File: config.mk
export PLATFORM = sky130hd
export DESIGN_NAME = text_console_writer_flat
export DESIGN_NICKNAME = d
export VERILOG_FILES = /design/src/rtl/text_console_writer_if.sv /design/src/rtl/text_console_writer.sv /design/src/flat_wrapper.sv
export SDC_FILE = /design/constraint.sdc
export NUM_CORES = 1
export LEC_CHECK = 0
export ABC_AREA = 1
export CORE_MARGIN = 2
export CORE_UTILIZATION = 60
export DETAILED_ROUTE_END_ITERATION = 6
export DONT_BUFFER_PORTS = 1
export PLACE_DENSITY_LB_ADDON = 0.08
export SLEW_MARGIN = 15
export SYNTH_ARGS = -nofsm -noshare
export SYNTH_HDL_FRONTEND = slang
export SYNTH_SLANG_ARGS = --single-unit
File: constraint.sdc
create_clock -name clk -period 5.1 [get_ports clk]
set_input_delay 1.02 -clock clk [delete_from_list [all_inputs] [get_ports clk]]
set_output_delay 1.02 -clock clk [all_outputs]
set_load 0.02 [all_outputs]
File: src/rtl/text_console_writer_if.sv
// ----------------------------------------------------------------------------
// text_console_writer_if
// Character stream from the CPU into the text console writer.
//   char_in     CPU -> writer  character code
//   char_valid  CPU -> writer  char_in holds a character
//   char_ready  writer -> CPU  writer accepts char_in this cycle
//   clear_req   CPU -> writer  request a full-screen clear
// Modports: master = CPU side, slave = console writer side.
// ----------------------------------------------------------------------------
interface text_console_writer_if #(
    parameter int unsigned DATA_W = 8
);
    logic [DATA_W-1:0] char_in;
    logic              char_valid;
    logic              char_ready;
    logic              clear_req;

    modport master (
        output char_in,
        output char_valid,
        output clear_req,
        input  char_ready
    );

    modport slave (
        input  char_in,
        input  char_valid,
        input  clear_req,
        output char_ready
    );
endinterface

File: src/rtl/text_console_writer.sv
// ----------------------------------------------------------------------------
// text_console_writer
// Writer side of the VGA text RAM. Takes characters from the CPU over a
// valid/ready stream, writes printable characters into the RAM write port at
// the cursor cell, interprets LF/CR/BS, wraps the cursor at line and screen
// ends, and runs a full-screen blanking sweep after reset or on request.
//
// Ports:
//   clk        in   single clock, rising edge
//   rst_n      in   asynchronous active-low reset
//   cpu        slave modport of text_console_writer_if (char stream, clear_req)
//   DataAdr    out  RAM write address
//   WriteData  out  RAM write data
//   MemWrite   out  RAM write strobe (one write per high cycle)
//   cursor_col out  current column, 0..COLS-1
//   cursor_row out  current row, 0..ROWS-1
//   busy       out  high while writing a character or clearing
//
// Build option: CONSOLE_AUTOCLEAR_EN -- when defined, moving the cursor out of
// the last row blanks the screen before the next character; otherwise the
// cursor returns to row 0 and old contents are overwritten in place.
// ----------------------------------------------------------------------------
module text_console_writer #(
    parameter int unsigned       COLS       = 11,
    parameter int unsigned       ROWS       = 11,
    parameter int unsigned       ADDR_W     = 11,
    parameter int unsigned       DATA_W     = 8,
    parameter int unsigned       BASE_ADDR  = 0,
    parameter logic [DATA_W-1:0] BLANK_CHAR = DATA_W'(8'h20)
) (
    input  logic                  clk,
    input  logic                  rst_n,
    text_console_writer_if.slave  cpu,
    output logic [ADDR_W-1:0]     DataAdr,
    output logic [DATA_W-1:0]     WriteData,
    output logic                  MemWrite,
    output logic [3:0]            cursor_col,
    output logic [3:0]            cursor_row,
    output logic                  busy
);

    localparam int unsigned       N_CELLS  = COLS * ROWS;
    localparam int unsigned       CNT_W    = $clog2(N_CELLS + 1);
    localparam logic [ADDR_W-1:0] BASE     = ADDR_W'(BASE_ADDR);
    localparam logic [ADDR_W-1:0] ROW_STEP = ADDR_W'(COLS);
    localparam logic [3:0]        LAST_COL = 4'(COLS - 1);
    localparam logic [3:0]        LAST_ROW = 4'(ROWS - 1);
    localparam logic [CNT_W-1:0]  CLR_DONE = CNT_W'(N_CELLS);
    localparam logic [DATA_W-1:0] CH_LF    = DATA_W'(8'h0A);
    localparam logic [DATA_W-1:0] CH_CR    = DATA_W'(8'h0D);
    localparam logic [DATA_W-1:0] CH_BS    = DATA_W'(8'h08);

    if (64'(BASE_ADDR) + 64'(COLS) * 64'(ROWS) > (64'd1 << ADDR_W)) begin : g_addr_range_err
        $error("text_console_writer: screen does not fit in the RAM address space");
    end

    typedef enum logic [1:0] {
        S_CLEAR,
        S_IDLE,
        S_WRITE
    } state_t;

    state_t              state_q;
    logic [CNT_W-1:0]    clr_cnt_q;
    logic [3:0]          col_q,      col_d;
    logic [3:0]          row_q,      row_d;
    logic [ADDR_W-1:0]   row_base_q, row_base_d;
    logic [ADDR_W-1:0]   addr_q,     waddr_d;
    logic [DATA_W-1:0]   wdata_q,    wdata_d;
    logic                we_q,       we_d;
    logic                ready_q;
    logic                busy_q;
    logic                newline_d;
    logic [ADDR_W-1:0]   cell_addr;
`ifdef CONSOLE_AUTOCLEAR_EN
    logic                wrap_q,     wrap_d;
`endif

    // row_base tracks row*COLS incrementally so no multiplier is needed
    assign cell_addr = BASE + row_base_q + ADDR_W'(col_q);

    // Effect of the character currently on char_in, applied on acceptance
    always_comb begin
        col_d      = col_q;
        row_d      = row_q;
        row_base_d = row_base_q;
        newline_d  = 1'b0;
        we_d       = 1'b0;
        waddr_d    = cell_addr;
        wdata_d    = cpu.char_in;
`ifdef CONSOLE_AUTOCLEAR_EN
        wrap_d     = 1'b0;
`endif
        case (cpu.char_in)
            CH_LF: begin
                col_d     = '0;
                newline_d = 1'b1;
            end
            CH_CR: col_d = '0;
            CH_BS: begin
                if (col_q != '0) begin
                    col_d   = col_q - 4'd1;
                    we_d    = 1'b1;
                    waddr_d = cell_addr - ADDR_W'(1);
                    wdata_d = BLANK_CHAR;
                end
            end
            default: begin
                we_d = 1'b1;
                if (col_q == LAST_COL) begin
                    col_d     = '0;
                    newline_d = 1'b1;
                end else begin
                    col_d = col_q + 4'd1;
                end
            end
        endcase
        if (newline_d) begin
            if (row_q == LAST_ROW) begin
                row_d      = '0;
                row_base_d = '0;
`ifdef CONSOLE_AUTOCLEAR_EN
                wrap_d     = 1'b1;
`endif
            end else begin
                row_d      = row_q + 4'd1;
                row_base_d = row_base_q + ROW_STEP;
            end
        end
    end

    always_ff @(posedge clk or negedge rst_n) begin
        if (!rst_n) begin
            state_q    <= S_CLEAR;
            clr_cnt_q  <= '0;
            col_q      <= '0;
            row_q      <= '0;
            row_base_q <= '0;
            addr_q     <= BASE;
            wdata_q    <= BLANK_CHAR;
            we_q       <= 1'b0;
            ready_q    <= 1'b0;
            busy_q     <= 1'b1;
`ifdef CONSOLE_AUTOCLEAR_EN
            wrap_q     <= 1'b0;
`endif
        end else begin
            case (state_q)
                S_CLEAR: begin
                    if (clr_cnt_q == CLR_DONE) begin
                        we_q       <= 1'b0;
                        col_q      <= '0;
                        row_q      <= '0;
                        row_base_q <= '0;
                        ready_q    <= 1'b1;
                        busy_q     <= 1'b0;
                        state_q    <= S_IDLE;
                    end else begin
                        we_q      <= 1'b1;
                        addr_q    <= BASE + ADDR_W'(clr_cnt_q);
                        wdata_q   <= BLANK_CHAR;
                        clr_cnt_q <= clr_cnt_q + CNT_W'(1);
                    end
                end
                S_IDLE: begin
                    if (cpu.clear_req) begin
                        clr_cnt_q <= '0;
                        ready_q   <= 1'b0;
                        busy_q    <= 1'b1;
                        state_q   <= S_CLEAR;
                    end else if (cpu.char_valid) begin
                        we_q       <= we_d;
                        if (we_d) begin
                            addr_q  <= waddr_d;
                            wdata_q <= wdata_d;
                        end
                        col_q      <= col_d;
                        row_q      <= row_d;
                        row_base_q <= row_base_d;
`ifdef CONSOLE_AUTOCLEAR_EN
                        wrap_q     <= wrap_d;
`endif
                        ready_q    <= 1'b0;
                        busy_q     <= 1'b1;
                        state_q    <= S_WRITE;
                    end
                end
                S_WRITE: begin
                    we_q <= 1'b0;
`ifdef CONSOLE_AUTOCLEAR_EN
                    if (wrap_q) begin
                        wrap_q    <= 1'b0;
                        clr_cnt_q <= '0;
                        state_q   <= S_CLEAR;
                    end else begin
                        ready_q <= 1'b1;
                        busy_q  <= 1'b0;
                        state_q <= S_IDLE;
                    end
`else
                    ready_q <= 1'b1;
                    busy_q  <= 1'b0;
                    state_q <= S_IDLE;
`endif
                end
                default: state_q <= S_CLEAR;
            endcase
        end
    end

    // A pending clear_req withdraws ready in the same cycle so a char
    // offered alongside it is not consumed.
    assign cpu.char_ready = ready_q & ~cpu.clear_req;
    assign DataAdr        = addr_q;
    assign WriteData      = wdata_q;
    assign MemWrite       = we_q;
    assign cursor_col     = col_q;
    assign cursor_row     = row_q;
    assign busy           = busy_q;

endmodule

File: src/flat_wrapper.sv
// flat-port wrapper written by rule: the top's interface ports become plain ports
module text_console_writer_flat 
#(
    parameter int unsigned       COLS       = 11,
    parameter int unsigned       ROWS       = 11,
    parameter int unsigned       ADDR_W     = 11,
    parameter int unsigned       DATA_W     = 8,
    parameter int unsigned       BASE_ADDR  = 0,
    parameter logic [DATA_W-1:0] BLANK_CHAR = DATA_W'(8'h20)
)
  (clk, rst_n, DataAdr, WriteData, MemWrite, cursor_col, cursor_row, busy, cpu_char_in, cpu_char_valid, cpu_clear_req, cpu_char_ready);
  text_console_writer_if #(.DATA_W(DATA_W)) cpu_i ();
  input  logic clk;
  input  logic rst_n;
  output logic [ADDR_W-1:0] DataAdr;
  output logic [DATA_W-1:0] WriteData;
  output logic MemWrite;
  output logic [3:0] cursor_col;
  output logic [3:0] cursor_row;
  output logic busy;
  input wire logic [$bits(cpu_i.char_in)-1:0] cpu_char_in;
  input wire logic [$bits(cpu_i.char_valid)-1:0] cpu_char_valid;
  input wire logic [$bits(cpu_i.clear_req)-1:0] cpu_clear_req;
  output wire logic [$bits(cpu_i.char_ready)-1:0] cpu_char_ready;
  assign cpu_i.char_in = cpu_char_in;
  assign cpu_i.char_valid = cpu_char_valid;
  assign cpu_i.clear_req = cpu_clear_req;
  assign cpu_char_ready = cpu_i.char_ready;
  text_console_writer #(.COLS(COLS), .ROWS(ROWS), .ADDR_W(ADDR_W), .DATA_W(DATA_W), .BASE_ADDR(BASE_ADDR), .BLANK_CHAR(BLANK_CHAR)) u_core (.clk(clk), .rst_n(rst_n), .cpu(cpu_i), .DataAdr(DataAdr), .WriteData(WriteData), .MemWrite(MemWrite), .cursor_col(cursor_col), .cursor_row(cursor_row), .busy(busy));
endmodule
# Yosys cells after proc, flatten, opt, wreduce, memory -nomap -nowiden
# Cells that the tools add are included.
[totals]
regBits = 50
inputBits = 12
output_inout_bits = 30
elab_cells = 104
[op_classes]
n_addsub = 7
eq_ne = 17
muxes = 55
bitwise_logic = 2
reduce_logical = 13
[op_table]
columns = ["op", "count"]
rows = [
  ["11-bit 2-to-1 mux", 11],
  ["8-bit 2-to-1 mux", 6],
  ["11-bit one-hot mux with 2 select lines", 2],
  ["4-bit 2-to-1 mux", 9],
  ["8-bit by 4-bit equality test with 1-bit output (second input constant)", 3],
  ["4-bit one-hot mux with 2 select lines", 3],
  ["8-bit one-hot mux with 2 select lines", 1],
  ["5-bit AND reduction", 3],
  ["7-bit 2-to-1 mux", 2],
  ["7-bit one-hot mux with 2 select lines", 1],
  ["11-bit by 4-bit adder with 11-bit output", 1],
  ["11-bit by 4-bit adder with 11-bit output (second input constant)", 1],
  ["1-bit 2-to-1 mux", 11],
  ["11-bit by 1-bit subtractor with 11-bit output (second input constant)", 1],
  ["1-bit one-hot mux with 3 select lines", 3],
  ["3-bit AND reduction", 3],
  ["4-bit by 1-bit adder with 4-bit output (second input constant)", 2],
  ["4-bit equality test (second input constant)", 2],
  ["2-bit != test (second input constant)", 4],
  ["7-bit by 1-bit adder with 7-bit output (second input constant)", 1],
  ["7-bit equality test (second input constant)", 1],
  ["2-bit 2-to-1 mux", 3],
  ["2-bit by 1-bit != test with 1-bit output (second input constant)", 3],
  ["2-bit one-hot mux with 3 select lines", 1],
  ["other kinds (14)", 16],
]

# Longest topological paths before layout
[logic_depth]
depth_word = 8
mapped_depth = 14
mapped_depth_nobuf = 14

# Worst setup path before layout
# No wires, ideal clock.
[synth_timing]
path_kind = "input to output"
from = "in cpu_clear_req"
to = "out cpu_char_ready"
t_arrival_ns = 1.313
t_required_ns = 4.080
path_slack_ns = 2.767
stages = 1
path_buffers = 0
path_cell_list = "nor2_1"
[synth_between]
elab_chain_len = 2
[synth_rtl]
columns = ["element", "line_no", "text"]
rows = [
  ["start: declaration", "flat_wrapper.sv:23", "input wire logic [$bits(cpu_i.clear_req)-1:0] cpu_clear_req;"],
  ["1-bit NOT", "text_console_writer.sv:213", "assign cpu.char_ready = ready_q & ~cpu.clear_req;"],
  ["1-bit AND", "text_console_writer.sv:213", ""],
  ["end: declaration", "flat_wrapper.sv:24", "output wire logic [$bits(cpu_i.char_ready)-1:0] cpu_char_ready;"],
]
# Every way passes these cells.

# Worst setup path in the final report
[layout_timing]
from = "reg u_core.state_q[1]"
to = "reg u_core.addr_q[1], in the netlist u_core.DataAdr[1]"
[layout_between]
elab_chain_len = 3
elab_cells_between_ends = 9
cone_classes = "5 x eq/ne; 1 x mux; 3 x reduce/logical"
[layout_rtl]
columns = ["element", "line_no", "text"]
rows = [
  ["start: declaration", "text_console_writer.sv:63", "state_t state_q;"],
  ["start signal: assignment", "text_console_writer.sv:134", "state_q <= S_CLEAR;"],
  ["start signal: assignment", "text_console_writer.sv:157", "state_q <= S_IDLE;"],
  ["start signal: assignment", "text_console_writer.sv:170", "state_q <= S_CLEAR;"],
  ["2-bit by 1-bit equality test with 1-bit output or 2-bit zero test (tied branches)", "text_console_writer.sv:148", "case (state_q)"],
  ["2-bit by 1-bit != test with 1-bit output (no line), or another cell as far along", "n/a", ""],
  ["5-bit AND reduction (no line)", "n/a", ""],
  ["end signal: assignment", "text_console_writer.sv:160", "addr_q <= BASE + ADDR_W'(clr_cnt_q);"],
  ["end signal: assignment", "text_console_writer.sv:174", "addr_q <= waddr_d;"],
  ["end: declaration", "text_console_writer.sv:68", "logic [ADDR_W-1:0] addr_q, waddr_d;"],
]
# Several ways; a longest one is shown, not always the timed one.
# A chain may end at the register's enable or synchronous reset.

==> reports/results.txt <==
Outcome -> finished clean
Skew-Pair Late Insertion Delay -> 0.31 ns
Layout Cells excl Fill -> 577
Final setup violation count -> 0
Top cell type's share of synthesized area -> 32.7%
HPWL after DPL -> 6040 um
Int Pwr -> 1090 uW
Simple-gate share of the synthesized area -> 35.4%
Crit path buf inv count -> 3
GRT Total Usage -> 25.5%
Detailed Route Iter0 Violations -> 162
Multi-input logic area -> 2040 sq um
DRT Wirelength -> 7870 um
Gp weighted congestion -> 0.889
Relative slew slack -> 52.1%
Vias in the first global route -> 3065
Sw power -> 1270 uW
Synth Flop Type -> dfrtp_1
Count leader, synth -> nand2_1
Mux cell area share after synthesis -> 0.306%
Largest family of logic cells by synthesized area -> simple AND/OR/NAND/NOR gates
Critical Path Source Type -> flop
Slowest cell on the critical path -> ha_1
Hold Crit Class -> primary input to asynchronous set/reset pin
Initial antenna violation count -> 0
Number of placed I/O pins -> 42
Initial core utilization -> 62.1%
Critical path peak fanout -> 24
Crit path max-delay family -> simple AND/OR/NAND/NOR gates
Number of CTS-inserted buffers -> 5
Skew final -> 0.0118 ns
Async set-reset flop share out of synthesis -> 100%
Clock Tree Root -> clkbuf_8
# H-tree levels -> 2
WL per Instance -> 13.6 um
Mean Syn Cell Area -> 7.32 sq um
Fillers -> 540
Sequential power share -> 34.7%
Synth-to-Final Area Change -> 3.30%
Post_cts resized -> 0
Final Cycle Share -> 51.9%
Clock power frac -> 10.8%
CP Cell Sequence -> inv_1 > ha_1 > inv_2 > nor2_1 > nor2_1 > nand3_2 > inv_1 > o211ai_1 > nand2_1
Critical Path RT -> 5.30 ns
Die area -> 6770 sq um
Sw frac -> 53.8%
Post-route ant nets -> 0
Final TNS setup -> 0 ns
Max-cap violation count -> 0
Worst Setup End Kind -> flop
Core Region -> 5920 sq um
Die X -> 82.3 um
Post-Syn Instances -> 502
Clock buffer depth -> 2
Drc violations -> 0
Compound-Gate Fraction of Synth Area -> 9.77%
P_leak -> 0.00197 uW
Fmax -> 378 MHz
Yosys top cell by area -> dfrtp_1
Post-synthesis adder-cell area fraction -> 7.01%
Max stage delay on crit path -> 0.62 ns
EDFF count, synth -> 0
Pwr per Cell Area -> 621 nW/um^2
CTS tree -> built
Worst Tran Pin Value -> 0.719 ns
Fin. Hold Viols -> 0
Ranking of synthesized cells by area -> dfrtp_1 (33%), nand2_1 (14%), inv_1 (7.4%)
Count of cell types in the netlist -> 41
Layout cells sized above 1 -> 13.9%
Pins Over Slew Limit -> 0
Setup Fix Bufs, Post-CTS -> 0
Clock Sinks -> 50
VDD IR-drop max -> 0.000362 V
Min cycle time layout -> 2.65 ns
Sequential Area -> 1250 sq um
CTS clk-pin slew, worst paths -> 0.10 ns
Register area share after synthesis -> 34.1%
CP Class -> flop to flop
Cell Rows -> 28
Die height -> 82.3 um
TritonRoute pass-1 iters -> 4
CTS Hold Bufs -> 0
Vias -> 3115
Dpl cells -> 569
RSZ-0062 raised after global routing -> false
Comb power frac -> 54.4%
First-pass GRT wire length -> 13600 um
Antenna Cells -> 0
Port Buffers -> 0
YS warnings -> 0
Via density -> 5.40
Post-Synth XOR/XNOR Area -> 3.13%
GRT overflow -> 0
Top cells by count, synth -> nand2_1 (135), inv_1 (72), dfrtp_1 (48)
Largest net degree at the start of global routing -> 51
Final #Nets -> 533
Mapped Nets -> 534
Synthesized cell area -> 3680 sq um
Worst Path Arrival -> 2.85 ns
Synth Register Bits -> 50
==> cell families (layout without fill, tap and decap cells) <==
family	after synthesis	count (layout)
DFF	50	50
buffers and inverters	90	90
xor gates and xnor gates	11	11
adders and majority gates	20	20
AOI/OAI and AO/OA	63	63
and+or+nand+nor	267	267
muxes	1	1
==> worst paths after layout <==
kind / startpoint / to / slack [ns] / cells after the start
max in group asynchronous: rst_n / u_core.WriteData[5] / 4.53 / 0
worst max-delay path: u_core.state_q[1] / u_core.DataAdr[1] / 2.45 / 9
worst min register to register: u_core.WriteData[5] / u_core.WriteData[5] / 0.55 / 2
worst min-delay path: rst_n / u_core.row_base_q[0] / 0.39 / 0
worst max register to register: u_core.state_q[1] / u_core.DataAdr[1] / 2.45 / 9
min in group clk: u_core.WriteData[5] / u_core.WriteData[5] / 0.55 / 2
==> stage by stage <==
step / instance area [sq um] / total power (uW) / worst slack [ns] / hold WS (ns) / util, %
2_1_floorplan: 3680 / 1870 / 2.77 / 0.477 / -
4_1_cts: 3800 / 2370 / 2.40 / 0.383 / 64.1
6_report: 3800 / 2360 / 2.45 / 0.389 / 64.1
3_5_place_dp: 3700 / 2110 / 2.42 / 0.529 / 62.5
5_1_grt: 3800 / 2600 / 2.12 / 0.364 / 64.1
3_3_place_gp: 3700 / 2080 / 2.46 / 0.528 / 62.5
==> cell type report <==
cell class                      instances  share of cell area (%)
Clock buffer                            6                    2.17
Clock inverter                          2                   0.428
Inverter                               82                    8.11
Multi-Input combinational cell        362                    53.8
Sequential cell                        50                    33.0
Tap cell                               75                    2.47
==> layout by cell type, fill, tap and decap left out, drive strengths merged, types with 7 or more instances in the layout <==
cell type / count
nand2: 153
inv: 82
nor2: 51
dfrtp: 48
nand3: 41
o21ai: 37
ha: 19
a21oi: 14
nand4: 11
xor2: 10
nor3: 7
==> flip-flops by register name (all words and copies together), names as in the netlist <==
name and flops:
u_core.cursor_row 4, u_core.busy 1, u_core.clr_cnt_q 7, u_core.ready_q 1, u_core.WriteData 8, u_core.MemWrite 1, u_core.DataAdr 11, u_core.state_q 2
u_core.row_base_q 11, u_core.cursor_col 4
==> routing by layer <==
metal	global-route usage, %	vias to the layer above	part of all wire, %
met3	5.87	8	7.0
met5	0	-	0
met4	8.17	0	1.6
met2	41.3	96	46
li1	-	1576	-
met1	33.9	1435	45
==> power by group through the flow <==
stage | sequential (uW) | combinational, uW | clock [uW]
floorplan | 784 | 1080 | 0
global placement | 823 | 1260 | 0
detailed placement | 828 | 1280 | 0
CTS | 820 | 1290 | 260
global route | 849 | 1470 | 280
finish | 819 | 1280 | 256
Power figures use the tool's default switching activity.
